===== config.mk =====
export PLATFORM = sky130hd
export DESIGN_NAME = uart_tx_arbiter_flat
export DESIGN_NICKNAME = d
export VERILOG_FILES = /design/src/rtl/uart_tx_arbiter_pkg.sv /design/src/rtl/uart_tx_arbiter_if.sv /design/src/rtl/uart_tx_arbiter_rr_pick.sv /design/src/rtl/uart_tx_arbiter.sv /design/src/flat_wrapper.sv
export SDC_FILE = /design/constraint.sdc
export NUM_CORES = 1
export LEC_CHECK = 0
export ABC_CLOCK_PERIOD_IN_PS = 1700
export CORE_MARGIN = 2
export CORE_UTILIZATION = 37
export DETAILED_ROUTE_END_ITERATION = 12
export PLACE_DENSITY = 0.76
export SYNTH_ARGS = -nofsm -noshare
export SYNTH_HDL_FRONTEND = slang
export SYNTH_SLANG_ARGS = --single-unit

===== constraint.sdc =====
create_clock -name clk -period 1.7 [get_ports clk]
set_input_delay 0.34 -clock clk [delete_from_list [all_inputs] [get_ports clk]]
set_output_delay 0.34 -clock clk [all_outputs]
set_load 0.02 [all_outputs]

===== src/rtl/uart_tx_arbiter_pkg.sv =====
// Shared definitions for the UART transmit arbiter: default sizes,
// FSM state encoding and a small width helper.
package uart_tx_arbiter_pkg;

  localparam int N_REQ_DEF     = 3;
  localparam int DATA_BITS_DEF = 8;
  localparam int MAX_BURST_DEF = 16;

  typedef enum logic {
    IDLE = 1'b0,
    OWN  = 1'b1
  } state_t;

  // Width of a counter that must hold values 0..max_burst.
  function automatic int cnt_width(input int max_burst);
    return $clog2(max_burst + 1);
  endfunction

endpackage


===== src/rtl/uart_tx_arbiter_if.sv =====
// Byte-stream bundle between the requesters, the arbiter and the uart_tx core.
// The master side is the requesters plus the transmitter's ready.
// The slave side is the arbiter.
interface uart_tx_arbiter_if #(
  parameter int N_REQ     = 3,
  parameter int DATA_BITS = 8
);

  logic [N_REQ-1:0]           req_valid;
  logic [N_REQ-1:0]           req_last;
  logic [N_REQ*DATA_BITS-1:0] req_data;
  logic [N_REQ-1:0]           req_ready;
  logic [DATA_BITS-1:0]       tx_data;
  logic                       tx_valid;
  logic                       tx_ready;

  modport master (
    output req_valid, req_last, req_data, tx_ready,
    input  req_ready, tx_data, tx_valid
  );

  modport slave (
    input  req_valid, req_last, req_data, tx_ready,
    output req_ready, tx_data, tx_valid
  );

endinterface


===== src/rtl/uart_tx_arbiter_rr_pick.sv =====
// Round-robin pick.
// Scans the request vector starting one past the previous owner, wrapping
// modulo N_REQ, and returns the first requester found.
// Purely combinational so it can be exercised on its own.
module rr_pick #(
  parameter int N_REQ = 3
) (
  input  logic [N_REQ-1:0]         req,
  input  logic [$clog2(N_REQ)-1:0] last_owner,
  output logic [$clog2(N_REQ)-1:0] winner,
  output logic                     any_req
);

  localparam int IDX_W = $clog2(N_REQ);

  logic             found;
  logic [IDX_W-1:0] idx;

  // Priority scan, lowest rotation distance from last_owner wins.
  always_comb begin
    winner = '0;
    found  = 1'b0;
    idx    = '0;
    for (int k = 1; k <= N_REQ; k++) begin
      idx = IDX_W'((int'(last_owner) + k) % N_REQ);
      if (!found && req[idx]) begin
        winner = idx;
        found  = 1'b1;
      end
    end
  end

  assign any_req = |req;

endmodule


===== src/rtl/uart_tx_arbiter.sv =====
// Shares one uart_tx core among N_REQ byte-stream requesters.
// A grant is packet-locked: the owner keeps the transmitter until it sends a
// byte flagged last, or until MAX_BURST bytes have gone out. Either way, one
// IDLE cycle follows, and in it the next owner is picked round-robin.
//
// state | meaning
// ------+----------------------------------------------------------------
// IDLE  | no owner; pick the next owner if any req_valid is high; no bytes move
// OWN   | owner's valid/data forwarded to tx, tx_ready returned as its ready
module uart_tx_arbiter
  import uart_tx_arbiter_pkg::*;
#(
  parameter int N_REQ     = N_REQ_DEF,
  parameter int DATA_BITS = DATA_BITS_DEF,
  parameter int MAX_BURST = MAX_BURST_DEF
) (
  input  logic                 clk,
  input  logic                 rst,
  uart_tx_arbiter_if.slave     bus,
  output logic [N_REQ-1:0]     grant,
  output logic                 busy
);

  localparam int                IDX_W     = $clog2(N_REQ);
  localparam int                CNT_W     = cnt_width(MAX_BURST);
  localparam logic [CNT_W-1:0]  CNT_LAST  = CNT_W'(MAX_BURST - 1);
  localparam logic [IDX_W-1:0]  OWNER_RST = IDX_W'(N_REQ - 1);

  state_t               state_q, state_d;
  logic [IDX_W-1:0]     owner_q, owner_d;
  logic [IDX_W-1:0]     last_owner_q, last_owner_d;
  logic [N_REQ-1:0]     grant_q, grant_d;
  logic [CNT_W-1:0]     burst_cnt_q, burst_cnt_d;

  logic [IDX_W-1:0]     winner;
  logic                 any_req;
  logic                 handshake;
  logic                 valid_c;
  logic [DATA_BITS-1:0] data_c;
  logic [N_REQ-1:0]     ready_c;

  rr_pick #(
    .N_REQ (N_REQ)
  ) u_pick (
    .req        (bus.req_valid),
    .last_owner (last_owner_q),
    .winner     (winner),
    .any_req    (any_req)
  );

  // State, ownership and burst bookkeeping registers. last_owner resets to
  // the top index so that requester 0 is first in line after reset.
  always_ff @(posedge clk or negedge rst) begin
    if (!rst) begin
      state_q      <= IDLE;
      owner_q      <= '0;
      last_owner_q <= OWNER_RST;
      grant_q      <= '0;
      burst_cnt_q  <= '0;
    end else begin
      state_q      <= state_d;
      owner_q      <= owner_d;
      last_owner_q <= last_owner_d;
      grant_q      <= grant_d;
      burst_cnt_q  <= burst_cnt_d;
    end
  end

  // Next-state and forwarding logic. Outputs are derived only from registered
  // state, so an asynchronous reset clears them immediately.
  always_comb begin
    state_d      = state_q;
    owner_d      = owner_q;
    last_owner_d = last_owner_q;
    grant_d      = grant_q;
    burst_cnt_d  = burst_cnt_q;
    valid_c      = 1'b0;
    data_c       = '0;
    ready_c      = '0;
    handshake    = 1'b0;

    unique case (state_q)
      IDLE: begin
        if (any_req) begin
          state_d     = OWN;
          owner_d     = winner;
          grant_d     = N_REQ'(1) << winner;
          burst_cnt_d = '0;
        end
      end

      OWN: begin
        valid_c          = bus.req_valid[owner_q];
        data_c           = bus.req_data[int'(owner_q)*DATA_BITS +: DATA_BITS];
        ready_c[owner_q] = bus.tx_ready;
        handshake        = valid_c & bus.tx_ready;
        if (handshake) begin
          if (bus.req_last[owner_q] || (burst_cnt_q == CNT_LAST)) begin
            // Release even mid-packet at the burst limit. The remainder of
            // the packet waits for a later grant, so no byte is lost.
            state_d      = IDLE;
            grant_d      = '0;
            last_owner_d = owner_q;
            burst_cnt_d  = '0;
          end else begin
            burst_cnt_d = burst_cnt_q + CNT_W'(1);
          end
        end
      end

      default: begin
        state_d = IDLE;
        grant_d = '0;
      end
    endcase
  end

  assign grant         = grant_q;
  assign busy          = (state_q == OWN);
  assign bus.tx_valid  = valid_c;
  assign bus.tx_data   = data_c;
  assign bus.req_ready = ready_c;

  // Ownership is exclusive: at most one grant, and ready only towards it.
  a_grant_onehot0 : assert property (@(posedge clk) disable iff (!rst)
    $onehot0(grant_q));

  a_ready_owner_only : assert property (@(posedge clk) disable iff (!rst)
    (ready_c & ~grant_q) == '0);

  a_burst_bound : assert property (@(posedge clk) disable iff (!rst)
    burst_cnt_q < CNT_W'(MAX_BURST));

  a_idle_no_grant : assert property (@(posedge clk) disable iff (!rst)
    (state_q == IDLE) |-> (grant_q == '0));

endmodule


===== src/flat_wrapper.sv =====
// flat-port wrapper written by rule: the top's interface ports become plain ports
module uart_tx_arbiter_flat import uart_tx_arbiter_pkg::*;
#(
  parameter int N_REQ     = N_REQ_DEF,
  parameter int DATA_BITS = DATA_BITS_DEF,
  parameter int MAX_BURST = MAX_BURST_DEF
)
  (clk, rst, grant, busy, bus_req_valid, bus_req_last, bus_req_data, bus_tx_ready, bus_req_ready, bus_tx_data, bus_tx_valid);
  uart_tx_arbiter_if #(.N_REQ(N_REQ), .DATA_BITS(DATA_BITS)) bus_i ();
  input  logic clk;
  input  logic rst;
  output logic [N_REQ-1:0] grant;
  output logic busy;
  input wire logic [$bits(bus_i.req_valid)-1:0] bus_req_valid;
  input wire logic [$bits(bus_i.req_last)-1:0] bus_req_last;
  input wire logic [$bits(bus_i.req_data)-1:0] bus_req_data;
  input wire logic [$bits(bus_i.tx_ready)-1:0] bus_tx_ready;
  output wire logic [$bits(bus_i.req_ready)-1:0] bus_req_ready;
  output wire logic [$bits(bus_i.tx_data)-1:0] bus_tx_data;
  output wire logic [$bits(bus_i.tx_valid)-1:0] bus_tx_valid;
  assign bus_i.req_valid = bus_req_valid;
  assign bus_i.req_last = bus_req_last;
  assign bus_i.req_data = bus_req_data;
  assign bus_i.tx_ready = bus_tx_ready;
  assign bus_req_ready = bus_i.req_ready;
  assign bus_tx_data = bus_i.tx_data;
  assign bus_tx_valid = bus_i.tx_valid;
  uart_tx_arbiter #(.N_REQ(N_REQ), .DATA_BITS(DATA_BITS), .MAX_BURST(MAX_BURST)) u_core (.clk(clk), .rst(rst), .bus(bus_i), .grant(grant), .busy(busy));
endmodule

* After elaboration in Yosys (flattened, before gate mapping)
Index checks and enable logic that the tools add are counted.
** Storage, ports and cells
- Memory bits (writable) :: 0
- Memories kept :: 0
- Flip-flop bits (word level) :: 13
- Input port bits :: 33
- Bits in latches :: 0
- Bits in read-only memories :: 0
** Cells by class
- Shifts and indexed selects :: 2
- Bitwise logic cells :: 3
- Equal/unequal tests :: 4
- Muxes and demuxes :: 32
- Div/mod/pow operators :: 3
- Reduce and logical (&&, ||, !) cells :: 11
- $add $sub $neg :: 4
- Multipliers :: 0
- $lt $le $gt $ge :: 5
** Operator list (count)
- 32-bit by 3-bit modulo with 32-bit output (second input constant) :: 3
- 24-bit by 6-bit indexed part select with 8-bit output :: 1
- 5-bit 2-to-1 mux :: 3
- 2-bit by 3-bit < comparator with 1-bit output (second input constant) :: 4
- 1-bit 2-to-1 mux :: 12
- 3-bit 2-to-1 mux :: 4
- 1-bit binary-select mux with 2-bit select :: 5
- 5-bit case mux with 2 select lines :: 1
- 8-bit 2-to-1 mux :: 1
- 2-bit by 2-bit adder with 3-bit output (second input constant) :: 2
- 2-bit 2-to-1 mux :: 3
- 3-bit case mux with 2 select lines :: 1
- 3-bit AND reduction :: 2
- 5-bit by 1-bit adder with 5-bit output (second input constant) :: 1
- 5-bit by 4-bit == test with 1-bit output (second input constant) :: 1
- 2-bit != test (second input constant) :: 2
- 2-bit AND reduction :: 2
- 2-bit by 1-bit adder with 3-bit output (second input constant) :: 1
- 3-bit AND :: 1
- 1-bit logical AND :: 3
- 3-bit OR reduction :: 1
- 1-bit by 2-bit left shift with 3-bit output (first input constant) :: 1
- 1-bit demux with 2-bit select :: 1
- 2-bit by 1-bit greater-or-equal comparator with 1-bit output (second input constant) :: 1
- 6 further kinds :: 7

* Longest topological paths before layout
Gate-level depths: netlist (run 1).
- Depth in word-level cells :: 14
- Mapped depth :: 7
- Mapped depth without buffers :: 7

* Hierarchy
From an unflattened synthesis (run 1), not the netlist that was laid out.
** Second synthesis, totals
- Cells, all modules :: 111
- Area, all modules :: 1074.8 µm²
** Modules (own cells, without submodules)
- uart_tx_arbiter :: times used 1, cells an instance 97, area an instance 969.7 µm²
- rr_pick :: times used 1, cells an instance 14, area an instance 105.1 µm²

* Worst setup path before layout (run 1)
Ideal clock, no wire load.
- Path kind :: register to register
- Start :: reg u_core.burst_cnt_q[0]
- End :: reg u_core.burst_cnt_q[2]
- Cell stages (with the launch flop) :: 8
- Buffers on the path :: 0
- Required time :: 1622 ps
- Path slack :: -71 ps
- Data arrival time :: 1693 ps
- Clock period less this slack :: 1771 ps
- Cell sequence :: dfrtp_1 -> ha_1 -> and3_1 -> ha_1 -> inv_1 -> o2111ai_4 -> or3b_1 -> o2bb2ai_1
** On the way
- Cells in the longest elaborated chain, start to end :: 5
- Elaborated cells between the ends (all ways) :: 6
** RTL lines
- start: declaration :: line uart_tx_arbiter.sv:33 : logic [CNT_W-1:0] burst_cnt_q, burst_cnt_d;
- start signal: assignment :: line uart_tx_arbiter.sv:65 : burst_cnt_q <= burst_cnt_d;
- parallel branches: the longest is 2 deep, another holds 5-bit by 1-bit adder with 5-bit output
- 5-bit 2-to-1 mux (*) :: line uart_tx_arbiter.sv:98 : if (bus.req_last[owner_q] || (burst_cnt_q == CNT_LAST)) begin
- 5-bit 2-to-1 mux (*) :: line uart_tx_arbiter.sv:97 : if (handshake) begin
- 5-bit case mux with 2 select lines (*) :: line uart_tx_arbiter.sv:82 : unique case (state_q)
Mark *: on every way between the ends. The select of a mux whose other input is x is not followed.
A chain may end at the register's enable or synchronous reset.

* Final worst setup path (run 1)
- Start :: reg u_core.owner_q[1]
- End :: out bus_tx_data[0]
** On the way
- Cells in the longest elaborated chain, start to end :: 2
** RTL lines
- start: declaration :: line uart_tx_arbiter.sv:30 : logic [IDX_W-1:0] owner_q, owner_d;
- start signal: assignment :: line uart_tx_arbiter.sv:62 : owner_q <= owner_d;
- 24-bit by 6-bit indexed part select with 8-bit output :: line uart_tx_arbiter.sv:94 : data_c = bus.req_data[int'(owner_q)*DATA_BITS +: DATA_BITS];
- 8-bit 2-to-1 mux :: line uart_tx_arbiter.sv:82
- end: declaration :: line flat_wrapper.sv:19 : output wire logic [$bits(bus_i.tx_data)-1:0] bus_tx_data;
No other way between the ends.

==> results.sh, run 1 <==
export IMPL_status="complete, but fails checks"
export IMPL_violations="negative setup slack"
export IMPL_cp_end_kind="primary output"
export IMPL_cts_sinks=13
export IMPL_vias=1235
export IMPL_min_period_ns=1.81
export IMPL_synth_enable_flop_cells=0
export IMPL_grt_pass1_wl_mm=5.62
export IMPL_async_reset_ff_share_pct=100
export IMPL_antenna_found_initial=0
export IMPL_power_leakage_nw=0.877
export IMPL_first_pass_iters=4
export IMPL_synth_warnings=0
export IMPL_final_cell_count_no_fill=234
export IMPL_maxSlewViolCount=0
export IMPL_dpl_cell_count=223
export IMPL_cts_made_buffers=3
export IMPL_via_per_inst=5.28
export IMPL_drt_iter0_markers=36
export IMPL_initial_core_util_pct=38.4
export IMPL_clock_fmax_mhz=551
export IMPL_wl_per_cell_um=15.3
export IMPL_path_class="flip-flop to primary output"
export IMPL_rsz0062_at_grt="yes"
export IMPL_yosysTopAreaCellShare_pct=28.6
export IMPL_synth_top_cell_by_area="dfrtp_1"
export IMPL_ys_seq_area_share_pct=31.1
export IMPL_tightest_slew_ns=0.592
export IMPL_final_core_util_pct=72.3
export IMPL_clkSlewWorstSetupHoldPaths_ns=0.08
export IMPL_htree_levels=1
export IMPL_cts_tree="yes"
export IMPL_track_usage_pct=21.8
export IMPL_die_height_um=57.3
export IMPL_avgSynthCellArea_um2=8.75
export IMPL_worstPathMaxFanout=5
export IMPL_syn_inst=120
export IMPL_dr_wl_met2_mm=1.84
export IMPL_required_ns=1.36
export IMPL_cts_buffer_depth=2
export IMPL_synth_cell_types=38
export IMPL_final_cell_mix="buf_4 (41), clkdlybuf4s50_1 (35), nor2_1 (26)"
export IMPL_die_w_um=57.3
export IMPL_clock_skew_ns=0.00429
export IMPL_io_pins=49
export IMPL_antenna_cells=0
export IMPL_synth_area_mm2=0.00105
export IMPL_first_global_vias=1270
export IMPL_clock_latency_ns=0.29
export IMPL_layout_setup_ws_ns=-0.114
export IMPL_dieArea_mm2=0.00328
export IMPL_worstSetupStartpointType="flip-flop"
export IMPL_synth_ff_type="dfrtp_1"
export IMPL_area_delta_synth_final_pct=88.3
export IMPL_gp_congestion=0.814
export IMPL_post_dp_hpwl_mm=2.51
export IMPL_num_rows=19
export IMPL_antenna_left=0
export IMPL_drc_errors=0
export IMPL_p_total_mw=3.19
export IMPL_hold_class="input port to async pin"
export IMPL_grt_ovfl_total=0
export IMPL_cts_root_buffer="clkbuf_4"
export IMPL_reg2reg_slack_ns=-0.02
export IMPL_cap_viol_max_count=0
export IMPL_ys_seq_elements=13
export IMPL_fin_crit_sh_pct=107
export IMPL_highest_layer="met4"
export IMPL_hold_viol_final=0
export IMPL_p_per_area_mw_per_mm2=1610
export IMPL_syn_nets=158
export IMPL_routed_wl_met3_um=313
export IMPL_grt_max_degree=14
export IMPL_relSlewSlack_pct=60.4
export IMPL_whs_ns=0.424
export IMPL_synth_area_leaders="dfrtp_1 (29%), mux2i_1 (9.5%), nor2_1 (9.3%), ha_1 (6.0%), a21oi_1 (4.3%)"
export IMPL_n_fill_cell=213
export IMPL_fin_nets=242
export IMPL_drt_wl_total_mm=3.58
export IMPL_layout_cells_most_common="buf_4"
export IMPL_drt_met1_wl_mm=1.39
export IMPL_portBuffers=48
export IMPL_worstPathArrival_ns=1.47
export IMPL_drive_above_1_share_pct=40.9
export IMPL_setup_violations=14
export IMPL_ir_drop_mv=1.14
export IMPL_core_area_mm2=0.00273
layer usage:
metal,vias up,global-route usage (%)
met5,-,0
met4,0,5.65
met3,5,4.54
met2,56,42.0
met1,579,24.1
li1,595,-
cell families (layout without fill, tap and decap cells):
family          count (synthesis)  in the layout  share of synthesized area, %
fa+ha+maj                       5              5                          5.96
mux                            15             15                          16.0
compound gates                 28             28                          19.5
buf+inv                        13             96                          5.72
simple gates                   46             46                          21.7
flops                          13             13                          31.1
synthesized netlist by cell type, types with 2 or more instances:
cell type,instances
a21o_1,3
a21oi_1,9
buf_2,3
dfrtp_1,12
ha_1,5
inv_1,6
mux2_1,4
mux2i_1,10
nand2_1,2
nand3_1,2
nand3b_1,2
nor2_1,26
nor2b_1,3
nor3_1,2
o21ai_0,3
o21ai_1,2
o22ai_1,2
o2bb2ai_1,2
o311ai_1,2
or3b_1,2
power breakdown:
| part | switching, mW | total, mW | internal [mW] |
|---|---|---|---|
| combinational | 1.17 | 2.44 | 1.27 |
| clock | 0.109 | 0.196 | 0.0876 |
| sequential | 0.112 | 0.553 | 0.441 |
| total | 1.39 | 3.19 | 1.80 |
state kept, by name, indices dropped and copies added (netlist names):
register and flops:
u_core.burst_cnt_q 5, u_core.grant 3, u_core.last_owner_q 2, u_core.owner_q 2
u_core.busy 1
cell type report:
cell class	count	area, µm²	area share, %
multi-input combinational	94	811	41.0
timing repair buffer	85	743	37.6
inverter	7	28.8	1.46
tap	31	38.8	1.96
clock inverter	1	5.00	0.253
sequential	13	328	16.6
clock buffer	3	22.5	1.14
timing repair:
item	in CTS	in global routing
buffers inserted	6	1
resized for setup	66	22
pin swaps	11	18
setup endpoints to repair	23	23
hold buffers	0	0
gates cloned	1	0
critical path, stage by stage (launching register included):
cell,delay [ns]
dfrtp_2,0.46
buf_12,0.15
mux2i_1,0.11
nor2_1,0.10
a21oi_1,0.05
nor2_1,0.14
buf_4,0.17
per-stage QoR:
| step | setup slack (ns) | area, µm² | TNS, ns |
|---|---|---|---|
| 2_1_floorplan | -0.000444 | 1060 | -0.000444 |
| 3_3_place_gp | -0.400 | 1780 | -5.67 |
| 3_5_place_dp | -0.413 | 1780 | -6.63 |
| 4_1_cts | -0.193 | 1920 | -1.20 |
| 5_1_grt | -0.201 | 1980 | -2.03 |
| 6_report | -0.114 | 1980 | -0.781 |
final timing paths:
| path | start | end | depth (start not counted) |
|---|---|---|---|
| max in group asynchronous | rst | u_core.owner_q[1]$_DFFE_PN0P_ | 1 |
| worst min register to register | u_core.grant[1]$_DFFE_PN0P_ | u_core.grant[1]$_DFFE_PN0P_ | 1 |
| worst min-delay path | rst | u_core.burst_cnt_q[2]$_DFFE_PN0P_ | 1 |
| worst max register to register | u_core.owner_q[1]$_DFFE_PN0P_ | u_core.burst_cnt_q[0]$_DFFE_PN0P_ | 6 |
| worst max-delay path | u_core.owner_q[1]$_DFFE_PN0P_ | bus_tx_data[0] | 6 |
| min in group clk | u_core.grant[1]$_DFFE_PN0P_ | u_core.grant[1]$_DFFE_PN0P_ | 1 |
(Power assumes the default switching activity.)
==> run 2, diff against run 1 <==
- ABC_CLOCK_PERIOD_IN_PS: 1700 -> 1590
- GPL_TIMING_DRIVEN: not set -> 0
- clock period: 1.7 -> 1.59 ns (I/O delays scaled with it)
==> results.sh, run 2 (same netlist as run 1, synthesis figures left out) <==
export IMPL_first_global_vias=1166
export IMPL_cts_sinks=13
export IMPL_path_class="input port to primary output"
export IMPL_ir_drop_mv=1.14
export IMPL_initial_core_util_pct=38.4
export IMPL_hold_class="input port to async pin"
export IMPL_crit_family="buffers and inverters"
export IMPL_num_rows=19
export IMPL_clock_skew_ns=0.00263
export IMPL_clock_latency_ns=0.28
export IMPL_drc_errors=0
export IMPL_antenna_found_initial=0
export IMPL_gp_congestion=0.799
export IMPL_required_ns=1.27
export IMPL_maxSlewViolCount=0
export IMPL_wl_per_cell_um=16.4
export IMPL_final_cell_mix="clkdlybuf4s50_1 (31), nor2_1 (24), buf_4 (21)"
export IMPL_area_delta_synth_final_pct=89.9
export IMPL_core_area_mm2=0.00273
export IMPL_worstPathMaxFanout=5
export IMPL_worstPathArrival_ns=1.61
export IMPL_cts_buffer_depth=2
export IMPL_io_pins=49
export IMPL_min_period_ns=1.93
export IMPL_cts_root_buffer="clkbuf_4"
export IMPL_cp_common_cell="nor2_1"
export IMPL_slowest_stage="clkdlybuf4s50_1"
export IMPL_rsz0062_at_grt="yes"
export IMPL_post_place_ws_ns=-0.660
export IMPL_clkSlewWorstSetupHoldPaths_ns=0.08
export IMPL_antenna_left=0
export IMPL_layout_setup_ws_ns=-0.337
export IMPL_worstPathCellList="clkdlybuf4s50_1 > mux2i_2 > nor2_1 > a21oi_2 > nor2_1 > buf_4"
export IMPL_grt_max_degree=14
export IMPL_post_dp_hpwl_mm=2.21
export IMPL_vias=1184
export IMPL_layout_cells_most_common="clkdlybuf4s50_1"
export IMPL_drive_above_1_share_pct=40.4
export IMPL_fin_crit_sh_pct=121
export IMPL_finalSetupTns_ns=-4.02
export IMPL_grt_pass1_wl_mm=5.42
export IMPL_grt_ovfl_total=0
export IMPL_antenna_cells=0
export IMPL_final_core_util_pct=72.9
export IMPL_status="complete, but fails checks"
export IMPL_first_pass_iters=4
export IMPL_setup_violations=22
export IMPL_worstSetupStartpointType="input port"
export IMPL_die_w_um=57.3
export IMPL_cp_end_kind="primary output"
export IMPL_largest_reg_flops=5
export IMPL_violations="negative setup slack"
export IMPL_track_usage_pct=20.8
export IMPL_power_leakage_nw=0.890
export IMPL_max_stage_delay_ns=0.65
export IMPL_crit_buf_inv=2
export IMPL_portBuffers=48
export IMPL_hold_viol_final=0
export IMPL_tightest_slew_ns=0.572
export IMPL_drt_iter0_markers=68
export IMPL_drt_wl_total_mm=3.60
export IMPL_fin_nets=227
export IMPL_clock_fmax_mhz=519
export IMPL_cts_made_buffers=3
export IMPL_cts_tree="yes"
export IMPL_p_total_mw=3.51
export IMPL_die_height_um=57.3
export IMPL_relSlewSlack_pct=61.8
export IMPL_via_per_inst=5.41
export IMPL_cap_viol_max_count=0
export IMPL_top_register="u_core.burst_cnt_q"
export IMPL_p_per_area_mw_per_mm2=1760
export IMPL_htree_levels=1
export IMPL_dieArea_mm2=0.00328
[run 2: cell types whose count changed in the layout (fill, tap and decap cells not counted), moves of 4 or more]
cell             change
buf_2                -4
buf_4               -20
buf_6                +7
clkdlybuf4s50_1      -4
dlymetal6s2s_1       +5
[run 2: per-layer routing]
layer,wire (µm),vias up,GRT usage [%]
met2,1790,73,37.6
met5,0,-,0
li1,-,565,-
met4,106,0,5.98
met1,1370,533,25.1
met3,326,13,3.85
[run 2: through the flow]
| step | hold WS [ns] | instance area (µm²) | instances |
|---|---|---|---|
| 3_3_place_gp | 0.467 | 1620 | 199 |
| 6_report | 0.392 | 1990 | 219 |
| 2_1_floorplan | 0.0224 | 1100 | 120 |
| 5_1_grt | 0.441 | 1990 | 219 |
| 4_1_cts | 0.413 | 1800 | 213 |
| 3_5_place_dp | 0.470 | 1620 | 199 |
[run 2: final cells by class]
class / instances / area (µm²)
multi-input cells: 94 / 865
fillers: 193 / 741
repair buffers: 65 / 639
flip-flops and latches: 13 / 330
plain buffers: 5 / 61.3
well taps: 31 / 38.8
inverters: 7 / 31.3
clock buffers: 3 / 22.5
clock inverters: 1 / 5.00
[run 2: timing repair]
item,4_1_cts,5_1_grt
endpoints found under the setup margin,23,28
pin swaps,10,23
setup buffers,9,6
resized for setup,81,36
hold buffers,0,0
gates cloned,2,0
[run 2: worst reg2reg max path, delay by kind of cell (launching register included)]
family	cells	cell delay, ns
DFF	1	0.43
and+or+nand+nor	2	0.59
buffers and inverters	1	0.05
AOI/OAI and AO/OA	2	0.29
adders and majority gates	2	0.35
[run 2: power by group]
group	switching [mW]	internal (mW)
Combinational	1.29	1.40
Clock	0.119	0.0935
Sequential	0.125	0.476
Total	1.54	1.97
[run 2: worst paths after layout]
path | depth (start not counted) | slack (ns) | to | startpoint
setup / recovery | 6 | -0.34 | bus_tx_valid | bus_req_valid[0]
hold / removal | 1 | 0.39 | u_core.burst_cnt_q[4]$_DFFE_PN0P_ | rst
setup reg to reg | 7 | -0.19 | u_core.burst_cnt_q[2]$_DFFE_PN0P_ | u_core.burst_cnt_q[0]$_DFFE_PN0P_
hold reg to reg | 1 | 0.49 | u_core.grant[1]$_DFFE_PN0P_ | u_core.grant[1]$_DFFE_PN0P_
max in group asynchronous | 1 | 0.79 | u_core.last_owner_q[0]$_DFFE_PN0P_ | rst
min in group clk | 1 | 0.49 | u_core.grant[1]$_DFFE_PN0P_ | u_core.grant[1]$_DFFE_PN0P_
==> run 3, diff against run 2 <==
- RECOVER_POWER: not set -> 50
==> results.sh, run 3 (same netlist as run 1, synthesis figures left out) <==
export IMPL_rr_worst_depth=7
export IMPL_multiInputGateArea_um2=865
export IMPL_first_global_vias=1166
export IMPL_globalRouteMet1Util_pct=25.1
export IMPL_cap_viol_max_count=0
export IMPL_htree_levels=1
export IMPL_die_height_um=57.3
export IMPL_post_place_ws_ns=-0.660
export IMPL_num_rows=19
export IMPL_track_usage_pct=20.8
export IMPL_hold_class="input port to async pin"
export IMPL_r2r_end="u_core.burst_cnt_q[2]$_DFFE_PN0P_"
export IMPL_relSlewSlack_pct=61.4
export IMPL_clock_fmax_mhz=519
export IMPL_core_area_mm2=0.00273
export IMPL_clock_latency_ns=0.28
export IMPL_p_total_mw=3.51
export IMPL_drive_above_1_share_pct=40.4
export IMPL_worstSetupStartpointType="input port"
export IMPL_violations="negative setup slack"
export IMPL_grt_pass1_wl_mm=5.42
export IMPL_hold_viol_final=0
export IMPL_post_dp_hpwl_mm=2.21
export IMPL_tightest_slew_ns=0.578
export IMPL_via_per_inst=5.41
export IMPL_cp_depth=6
export IMPL_drt_iter0_markers=68
export IMPL_clkSlewWorstSetupHoldPaths_ns=0.08
export IMPL_vias=1184
export IMPL_worstPathMaxFanout=5
export IMPL_gp_congestion=0.799
export IMPL_crit_family="buffers and inverters"
export IMPL_min_period_ns=1.93
export IMPL_cts_sinks=13
export IMPL_fin_crit_sh_pct=121
export IMPL_cts_made_buffers=3
export IMPL_top_register="u_core.burst_cnt_q"
export IMPL_worstPathCellList="clkdlybuf4s50_1 > mux2i_2 > nor2_1 > a21oi_2 > nor2_1 > buf_4"
export IMPL_p_per_area_mw_per_mm2=1760
export IMPL_dpl_cell_count=199
export IMPL_setup_violations=22
export IMPL_area_delta_synth_final_pct=89.9
export IMPL_fin_nets=227
export IMPL_hold_buffers=0
export IMPL_cts_tree="yes"
export IMPL_path_class="input port to primary output"
export IMPL_cp_common_cell="nor2_1"
export IMPL_max_stage_delay_ns=0.65
export IMPL_layout_cells_most_common="clkdlybuf4s50_1"
export IMPL_final_cell_mix="clkdlybuf4s50_1 (30), nor2_1 (24), buf_4 (21)"
export IMPL_cts_buffer_depth=2
export IMPL_initial_core_util_pct=38.4
export IMPL_timing_rr_start="u_core.burst_cnt_q[0]$_DFFE_PN0P_"
export IMPL_use_met2_pct=37.6
export IMPL_final_core_util_pct=72.9
export IMPL_drc_errors=0
export IMPL_rsz0062_at_grt="yes"
export IMPL_area_sequential_um2=330
export IMPL_layout_setup_ws_ns=-0.337
export IMPL_maxSlewViolCount=0
export IMPL_n_fill_cell=193
export IMPL_grt_ovfl_total=0
export IMPL_portBuffers=48
export IMPL_status="complete, but fails checks"
export IMPL_slowest_stage="clkdlybuf4s50_1"
export IMPL_antenna_cells=0
export IMPL_grt_max_degree=14
export IMPL_finalSetupTns_ns=-4.02
export IMPL_use_met3_pct=3.85
export IMPL_dieArea_mm2=0.00328
export IMPL_crit_buf_inv=2
export IMPL_first_pass_iters=4
export IMPL_final_cell_count_no_fill=219
export IMPL_required_ns=1.27
export IMPL_largest_reg_flops=5
export IMPL_worstPathArrival_ns=1.61
export IMPL_antenna_found_initial=0
export IMPL_power_leakage_nw=0.890
export IMPL_antenna_left=0
export IMPL_drt_wl_total_mm=3.60
export IMPL_clock_skew_ns=0.00263
export IMPL_die_w_um=57.3
export IMPL_io_pins=49
export IMPL_reg2reg_slack_ns=-0.19
export IMPL_wl_per_cell_um=16.4
export IMPL_cp_end_kind="primary output"
export IMPL_grt_busiest_layer="met2"
export IMPL_cts_root_buffer="clkbuf_4"
export IMPL_ir_drop_mv=1.14
==> run 3: cell count changes in the layout (fill, tap and decap cells not counted), sizes merged <==
cell	previous run	this run
clkdlybuf4s50	31	30
dlygate4sd3	0	1
==> run 3: what timing repair did <==
action                                  CTS  global route
hold endpoints to repair                  0             0
pin swaps                                10            23
resized for setup                        81            36
cloned                                    2             0
buffers inserted                          9             6
endpoints found under the setup margin   23            28
==> run 3: final cells by class <==
class | instances | area share (%)
Sequential cell | 13 | 16.6
Clock buffer | 3 | 1.13
Buffer | 5 | 3.08
Timing Repair Buffer | 65 | 32.1
Clock inverter | 1 | 0.251
Multi-Input combinational cell | 94 | 43.4
Inverter | 7 | 1.57
Tap cell | 31 | 1.95
==> run 3: how the worst max path moves through the flow <==
stage                                              endpoint                         startpoint  slack, ns
final                                          bus_tx_valid                   bus_req_valid[0]      -0.34
after global routing                           bus_tx_valid                   bus_req_valid[0]      -0.39
after CTS                                      bus_tx_valid      u_core.owner_q[1]$_DFFE_PN0P_      -0.23
after detailed placement                       bus_tx_valid                   bus_req_valid[2]      -0.66
after global placement                         bus_tx_valid                   bus_req_valid[2]      -0.61
after floorplan           u_core.burst_cnt_q[2]$_DFFE_PN0P_  u_core.burst_cnt_q[0]$_DFFE_PN0P_      -0.03
==> run 3: power by group <==
part,internal (mW),switching (mW)
registers,0.476,0.125
clock network,0.0935,0.119
logic,1.40,1.29
total,1.97,1.54
==> run 3: through the flow <==
stage | hold WS [ns] | cell area, µm²
global route | 0.511 | 1990
floorplan | 0.0224 | 1100
finish | 0.462 | 1990
CTS | 0.413 | 1800
detailed placement | 0.470 | 1620
global placement | 0.467 | 1620
==> run 3: layer usage <==
layer  vias to the layer above  share of wire [%]
li1                        565                  -
met1                       533                 38
met2                        73                 50
met3                        13                9.1
met4                         0                2.9
met5                         -                  0
